--- src/rtl/ddr_ctrl_pkg.sv ---
// Shared definitions for the DDR command issuer and the bank timing model:
// controller state encoding, one-hot command encodings and default timings.
package ddr_ctrl_pkg;

   typedef enum logic [2:0] {
      S_IDLE,
      S_ACT_WAIT,
      S_CAS_WAIT,
      S_PRE_WAIT,
      S_REF_PRE_WAIT,
      S_REF_WAIT
   } state_t;

   localparam int CMD_W = 8;

   // Bit positions inside the one-hot command vector
   localparam int I_ACT = 0;
   localparam int I_RD  = 1;
   localparam int I_WR  = 2;
   localparam int I_RDA = 3;
   localparam int I_WRA = 4;
   localparam int I_PR  = 5;
   localparam int I_PRA = 6;
   localparam int I_REF = 7;

   localparam logic [CMD_W-1:0] C_ACT = 8'b0000_0001;
   localparam logic [CMD_W-1:0] C_RD  = 8'b0000_0010;
   localparam logic [CMD_W-1:0] C_WR  = 8'b0000_0100;
   localparam logic [CMD_W-1:0] C_RDA = 8'b0000_1000;
   localparam logic [CMD_W-1:0] C_WRA = 8'b0001_0000;
   localparam logic [CMD_W-1:0] C_PR  = 8'b0010_0000;
   localparam logic [CMD_W-1:0] C_PRA = 8'b0100_0000;
   localparam logic [CMD_W-1:0] C_REF = 8'b1000_0000;

   // Default timings, identical to the ones the bank timing model enforces
   localparam int DEF_TRCD  = 22;
   localparam int DEF_TCL   = 14;
   localparam int DEF_TRP   = 20;
   localparam int DEF_TRFC  = 243;
   localparam int DEF_TREFI = 7800;

   // Column command for a request; auto-precharge variants in closed-page mode
   function automatic logic [CMD_W-1:0] col_cmd(input logic closed, input logic write);
      if (closed) return write ? C_WRA : C_RDA;
      return write ? C_WR : C_RD;
   endfunction

endpackage

--- src/rtl/ddr_bank_table.sv ---
// Per-bank open flag and open-row register. Lookup outputs are combinational
// on the presented bank/row; updates take effect at the next clock edge.
module ddr_bank_table
   import ddr_ctrl_pkg::*;
#(
   parameter int NBANKS = 4,
   parameter int ROWW   = 14,
   localparam int BW    = $clog2(NBANKS)
) (
   input  logic            clk,
   input  logic            rst,
   input  logic            set,
   input  logic            clear,
   input  logic            clear_all,
   input  logic [BW-1:0]   bank,
   input  logic [ROWW-1:0] row,
   output logic            hit,
   output logic            open,
   output logic            any_open
);

   logic [NBANKS-1:0] flags;
   logic [ROWW-1:0]   rows [NBANKS];

   // Open flags: set by ACT, cleared by PR / auto-precharge, all cleared by PRA
   always_ff @(posedge clk) begin
      if (rst) begin
         flags <= '0;
      end else if (clear_all) begin
         flags <= '0;
      end else begin
         if (set)   flags[bank] <= 1'b1;
         if (clear) flags[bank] <= 1'b0;
      end
   end

   // Row register only matters while the flag is set, so it needs no reset
   always_ff @(posedge clk) begin
      if (set) rows[bank] <= row;
   end

   assign open     = flags[bank];
   assign hit      = flags[bank] && (rows[bank] == row);
   assign any_open = |flags;

endmodule

--- src/rtl/ddr_cmd_issuer.sv ---
// DDR command issuer: accepts read/write requests, tracks open rows and issues
// timed ACT/RD/WR/PR/PRA/REF pulses plus periodic refresh.
// Build option: define DDR_CLOSED_PAGE_EN for closed-page operation (RDA/WRA
// with auto-precharge, every request activates its row).
module ddr_cmd_issuer
   import ddr_ctrl_pkg::*;
#(
   parameter int NBANKS = 4,
   parameter int ROWW   = 14,
   parameter int COLW   = 10,
   parameter int TRCD   = DEF_TRCD,
   parameter int TCL    = DEF_TCL,
   parameter int TRP    = DEF_TRP,
   parameter int TRFC   = DEF_TRFC,
   parameter int TREFI  = DEF_TREFI,
   localparam int BW    = $clog2(NBANKS)
) (
   input  logic            clk,
   input  logic            rst,
   input  logic            req_valid,
   output logic            req_ready,
   input  logic            req_write,
   input  logic [BW-1:0]   req_bank,
   input  logic [ROWW-1:0] req_row,
   input  logic [COLW-1:0] req_col,
   output logic            ACT,
   output logic            RD,
   output logic            WR,
   output logic            RDA,
   output logic            WRA,
   output logic            PR,
   output logic            PRA,
   output logic            REF,
   output logic [BW-1:0]   cmd_bank,
   output logic [ROWW-1:0] cmd_addr,
   output logic            done,
   output logic            busy
);

`ifdef DDR_CLOSED_PAGE_EN
   localparam bit CLOSED_PAGE = 1'b1;
`else
   localparam bit CLOSED_PAGE = 1'b0;
`endif

   state_t           state, state_nx;
   logic [7:0]       cnt, cnt_nx;
   logic [15:0]      ref_cnt;
   logic             ref_pending, ref_clr;
   logic [CMD_W-1:0] cmd_q, cmd_nx;
   logic [BW-1:0]    bank_nx;
   logic [ROWW-1:0]  addr_nx;
   logic             done_nx;
   logic             accept;

   logic             lat_write;
   logic [BW-1:0]    lat_bank;
   logic [ROWW-1:0]  lat_row;
   logic [COLW-1:0]  lat_col;

   logic             tbl_hit, tbl_open, tbl_any_open;
   logic [BW-1:0]    tbl_bank;
   logic [ROWW-1:0]  tbl_row;

   assign req_ready = (state == S_IDLE) && !ref_pending && !rst;
   assign accept    = req_valid && req_ready;
   assign busy      = (state != S_IDLE);

   // In IDLE the table looks at the incoming request, otherwise at the latched one
   assign tbl_bank = (state == S_IDLE) ? req_bank : lat_bank;
   assign tbl_row  = (state == S_IDLE) ? req_row  : lat_row;

   ddr_bank_table #(
      .NBANKS (NBANKS),
      .ROWW   (ROWW)
   ) u_table (
      .clk       (clk),
      .rst       (rst),
      .set       (cmd_nx[I_ACT]),
      .clear     (cmd_nx[I_PR] | cmd_nx[I_RDA] | cmd_nx[I_WRA]),
      .clear_all (cmd_nx[I_PRA]),
      .bank      (tbl_bank),
      .row       (tbl_row),
      .hit       (tbl_hit),
      .open      (tbl_open),
      .any_open  (tbl_any_open)
   );

   // Next-state, next-command and timer reload decisions
   always_comb begin
      state_nx = state;
      cnt_nx   = (cnt != 8'd0) ? cnt - 8'd1 : 8'd0;
      cmd_nx   = '0;
      bank_nx  = '0;
      addr_nx  = '0;
      done_nx  = 1'b0;
      ref_clr  = 1'b0;
      case (state)
         S_IDLE: begin
            if (ref_pending) begin
               if (tbl_any_open) begin
                  cmd_nx   = C_PRA;
                  state_nx = S_REF_PRE_WAIT;
                  cnt_nx   = 8'(TRP);
               end else begin
                  cmd_nx   = C_REF;
                  state_nx = S_REF_WAIT;
                  cnt_nx   = 8'(TRFC);
               end
            end else if (accept) begin
               bank_nx = req_bank;
               if (CLOSED_PAGE || !tbl_open) begin
                  cmd_nx   = C_ACT;
                  addr_nx  = req_row;
                  state_nx = S_ACT_WAIT;
                  cnt_nx   = 8'(TRCD);
               end else if (tbl_hit) begin
                  cmd_nx   = col_cmd(CLOSED_PAGE, req_write);
                  addr_nx  = ROWW'(req_col);
                  state_nx = S_CAS_WAIT;
                  cnt_nx   = 8'(TCL);
               end else begin
                  cmd_nx   = C_PR;
                  state_nx = S_PRE_WAIT;
                  cnt_nx   = 8'(TRP);
               end
            end
         end
         S_ACT_WAIT: begin
            if (cnt == 8'd1) begin
               cmd_nx   = col_cmd(CLOSED_PAGE, lat_write);
               bank_nx  = lat_bank;
               addr_nx  = ROWW'(lat_col);
               state_nx = S_CAS_WAIT;
               cnt_nx   = 8'(TCL);
            end
         end
         S_CAS_WAIT: begin
            // done is raised after TCL; the cycle it is visible is the last one here
            if (cnt == 8'd1) done_nx = 1'b1;
            if (done) begin
               if (CLOSED_PAGE) begin
                  state_nx = S_PRE_WAIT;
                  cnt_nx   = 8'(TRP);
               end else begin
                  state_nx = S_IDLE;
               end
            end
         end
         S_PRE_WAIT: begin
            if (cnt == 8'd1) begin
               if (CLOSED_PAGE) begin
                  state_nx = S_IDLE;
               end else begin
                  cmd_nx   = C_ACT;
                  bank_nx  = lat_bank;
                  addr_nx  = lat_row;
                  state_nx = S_ACT_WAIT;
                  cnt_nx   = 8'(TRCD);
               end
            end
         end
         S_REF_PRE_WAIT: begin
            if (cnt == 8'd1) begin
               cmd_nx   = C_REF;
               state_nx = S_REF_WAIT;
               cnt_nx   = 8'(TRFC);
            end
         end
         S_REF_WAIT: begin
            if (cnt == 8'd1) begin
               ref_clr  = 1'b1;
               state_nx = S_IDLE;
            end
         end
         default: state_nx = S_IDLE;
      endcase
   end

   // State, wait timer and registered command outputs
   always_ff @(posedge clk) begin
      if (rst) begin
         state    <= S_IDLE;
         cnt      <= 8'd0;
         cmd_q    <= '0;
         cmd_bank <= '0;
         cmd_addr <= '0;
         done     <= 1'b0;
      end else begin
         state    <= state_nx;
         cnt      <= cnt_nx;
         cmd_q    <= cmd_nx;
         cmd_bank <= bank_nx;
         cmd_addr <= addr_nx;
         done     <= done_nx;
      end
   end

   // Request fields captured on accept; state reset is what drops a request
   always_ff @(posedge clk) begin
      if (accept) begin
         lat_write <= req_write;
         lat_bank  <= req_bank;
         lat_row   <= req_row;
         lat_col   <= req_col;
      end
   end

   // Refresh interval timer; a new expiry wins over a same-cycle clear
   always_ff @(posedge clk) begin
      if (rst) begin
         ref_cnt     <= 16'(TREFI);
         ref_pending <= 1'b0;
      end else begin
         if (ref_cnt == 16'd1) ref_cnt <= 16'(TREFI);
         else                  ref_cnt <= ref_cnt - 16'd1;
         if (ref_clr)           ref_pending <= 1'b0;
         if (ref_cnt == 16'd1)  ref_pending <= 1'b1;
      end
   end

   // RDA/WRA encodings are only ever selected in closed-page builds
   assign ACT = cmd_q[I_ACT];
   assign RD  = cmd_q[I_RD];
   assign WR  = cmd_q[I_WR];
   assign RDA = cmd_q[I_RDA];
   assign WRA = cmd_q[I_WRA];
   assign PR  = cmd_q[I_PR];
   assign PRA = cmd_q[I_PRA];
   assign REF = cmd_q[I_REF];

endmodule

--- config.mk ---
export PLATFORM = sky130hd
export DESIGN_NAME = ddr_cmd_issuer
export DESIGN_NICKNAME = d
export VERILOG_FILES = /design/src/rtl/ddr_ctrl_pkg.sv /design/src/rtl/ddr_bank_table.sv /design/src/rtl/ddr_cmd_issuer.sv
export SDC_FILE = /design/constraint.sdc
export NUM_CORES = 1
export LEC_CHECK = 0
export ABC_CLOCK_PERIOD_IN_PS = 13870
export CAP_MARGIN = 40
export CELL_PAD_IN_SITES_DETAIL_PLACEMENT = 1
export CELL_PAD_IN_SITES_GLOBAL_PLACEMENT = 1
export CORE_MARGIN = 2
export CORE_UTILIZATION = 50
export CTS_CLUSTER_SIZE = 16
export DETAILED_ROUTE_END_ITERATION = 6
export PLACE_DENSITY = 0.88
export REMOVE_ABC_BUFFERS = 1
export SLEW_MARGIN = 40
export SYNTH_ARGS = -nofsm -noshare
export SYNTH_HDL_FRONTEND = slang
export SYNTH_SLANG_ARGS = --single-unit
--- constraint.sdc ---
create_clock -name clk -period 13.87 [get_ports clk]
set_clock_uncertainty 0.2 [all_clocks]
set_input_delay 4.161 -clock clk [delete_from_list [all_inputs] [get_ports clk]]
set_output_delay 4.161 -clock clk [all_outputs]
set_load 0.005 [all_outputs]
==> run summary <==
Setup WS post-layout: 3762 ps
Area Overhead vs Synth: 20.62%
power per cell area: 178.0 nW/um2
synthesized instance count: 574
Die Width: 118.2 um
Area contributors post-synth: edfxtp_1 38%, dfxtp_1 17%, mux2i_1 9.7%, xnor2_1 3.9%, a21oi_1 2.8%
power share of the combinational group: 29.6%
simple-gate share of the synthesized area: 11.85%
Final Max Slew Viols: 0
Lkg Pwr: 0.002825 uW
Reg-to-Reg Start: state[0]$_SDFFE_PP0P_
Int Pwr: 943.9 uW
num ports: 57
Hold EP: ref_cnt[0]$_SDFF_PP0_
vias in the first global route: 5505
Placement Cell Area: 7254 um2
pre-CTS setup slack: 3791 ps
deepest clock path buffer count: 2
RSZ-0062 raised after global routing: no
post-route cell area: 7869 um2
Reg area: 3593 um2
Setup CP Type: primary input to primary output
Starting Density: 51.49%
Final Net Count: 665
startpoint types: primary input
# diodes: 0
WHS Path Cells: 1
CTS tree: yes
status: finished clean
DR vias/cell: 6.013
via count: 4901
sw frac: 32.62%
Post-Synth Adder-Cell Area: 0.7672%
power share of the clock group: 33.6%
DRC: 0
Seq/Total Area, Yosys: 55.08%
multiplexer share of the synthesized area: 12.29%
switching power: 457.0 uW
Die Area: 13980 um2
htree depth: 4
top cell type's share of synthesized area: 38.20%
Placer Congestion: 0.8143
initial drt markers: 294
WL/cell: 22.92 um
synth cell count leaders: 83 x edfxtp_1, 63 x mux2i_1, 55 x dfxtp_1
worst hold path type: register to register
post-synth cell types: 57
Max Freq: 0.09894 GHz
measured slew at the worst slew-check pin: 872.1 ps
Post-synth EDFFs: 83
Post-synth ARST share: 0%
Setup TNS: 0 ps
Finished Layout Cells: 815
Num Clock Sinks: 138
post-route clock period utilization: 72.87%
Setup Fix Bufs, Post-CTS: 0
fin crit period: 10110 ps
initial antenna violation count: 0
drt total wl: 18680 um
synthesized area per cell: 11.37 um2
Yosys top cell by area: edfxtp_1
placed cell count: 783
Gates resized, CTS repair: 0
largest net degree at the start of global routing: 40
max_cap viols: 0
fin util: 62.10%
Clock Latency Late Sink: 430 ps
IO buf count: 54
CTS root buffer: clkbuf_16
Fill cells: 1299
critical path data arrival time: 5750 ps
Final setup viols: 0
R2R Setup Slk: 9210 ps
# rows: 41
Sequential Power Share: 36.7%
final hold violation count: 0
Peak VDD IR: 0.1069 mV
Worst R2R End: u_table.rows[3][6]$_DFFE_PP_
Placeable Area: 12670 um2
type of element capturing the critical path: primary output
critical path peak fanout: 18
Worst-path clk slew: 50 ps
post-synthesis cell area: 6524 um2
GRT Total Usage: 27.86%
area of the multi-input gates: 2759 um2
Synth Area in Compound Gates: 11.09%
first-pass GRT wire length: 29860 um
Remaining Overflow, GRT: 0
Hold Crit Start: ref_cnt[0]$_SDFF_PP0_
post-cts hold buffer count: 0
Seq cells post-synth: 138
critical path data required time: 9510 ps
Post-DRT Antenna Nets: 0
Num CTS Buffers: 17
R2R depth: 10
count leader, synth: edfxtp_1
Synth Area in XOR/XNOR: 5.639%
drt first pass iters: 5
combinational family with the most area after synthesis: multiplexers
chip height: 118.2 um
fraction of layout cells with a size suffix above 1: 9.331%
ys flop type: edfxtp_1
placed wire-length estimate: 12130 um
worst rel slew slack: 41.86%
Ys Warns: 0
through the flow:
stage	total power, uW	hold slack [ps]
after floorplan	786.0	225.7
after CTS	1400	258.3
after detailed placement	922.1	247.7
after global placement	891.2	233.6
after global routing	1459	299.1
final	1401	259.0
worst max path at each step:
stage / start / to / cells after the start
finish: rst / req_ready / 3
CTS: rst / req_ready / 3
detailed placement: rst / req_ready / 3
global placement: rst / req_ready / 3
global route: rst / req_ready / 3
floorplan: rst / req_ready / 1
state kept, by name (all words and copies together), names as in the netlist:
name / count
cmd_bank: 2
done: 1
state: 3
cnt: 8
lat_col: 10
ref_cnt: 16
lat_write: 1
cmd_addr: 14
lat_bank: 2
cmd_q: 6
u_table.rows: 56
ref_pending: 1
lat_row: 14
u_table.flags: 4
area by class of cell:
type	count	area share [%]
clock buffer	22	5.772
clock inverter	9	1.892
inverter	19	0.9063
multi-input combinational	390	35.06
sequential	138	45.67
tap	172	2.735
timing repair buffer	65	7.966
power groups by stage:
stage	registers, uW	logic (uW)	clock network (uW)
CTS	514	410	476
global route	519	447	493
finish	515	415	471
global placement	517	374	0
floorplan	518	268	0
detailed placement	522	400	0
cells by family after synthesis:
logic type,count (synthesis)
AOI/OAI and AO/OA,109
xor gates and xnor gates,42
adders and majority gates,4
buffers and inverters,47
DFF,138
muxes,73
other,1
and+or+nand+nor,160
worst max-delay path, stage by stage:
cell and delay, ps:
clkdlybuf4s50_1 750, nor3_1 300, clkdlybuf4s50_1 530
routing by layer:
layer	part of all wire, %	vias to the layer above	track usage [%]
met5	0	-	0
met4	2.8	0	12.95
met3	4.3	47	5.936
met2	54	153	49.78
met1	39	2467	31.66
li1	-	2234	-
layout by cell type, fill, tap and decap left out, types with 16 or more instances in the layout:
cell type / synthesis / layout
edfxtp_1: 83 / 83
mux2i_1: 63 / 62
dfxtp_1: 55 / 55
clkdlybuf4s50_1: 0 / 54
nor2_1: 47 / 47
nand2_1: 38 / 38
a21oi_1: 36 / 36
xnor2_1: 29 / 29
inv_1: 18 / 18
clkbuf_16: 0 / 17
nor3_1: 20 / 16
nand3_1: 16 / 16
o21ai_0: 16 / 16
Power figures use the tool's default switching activity.
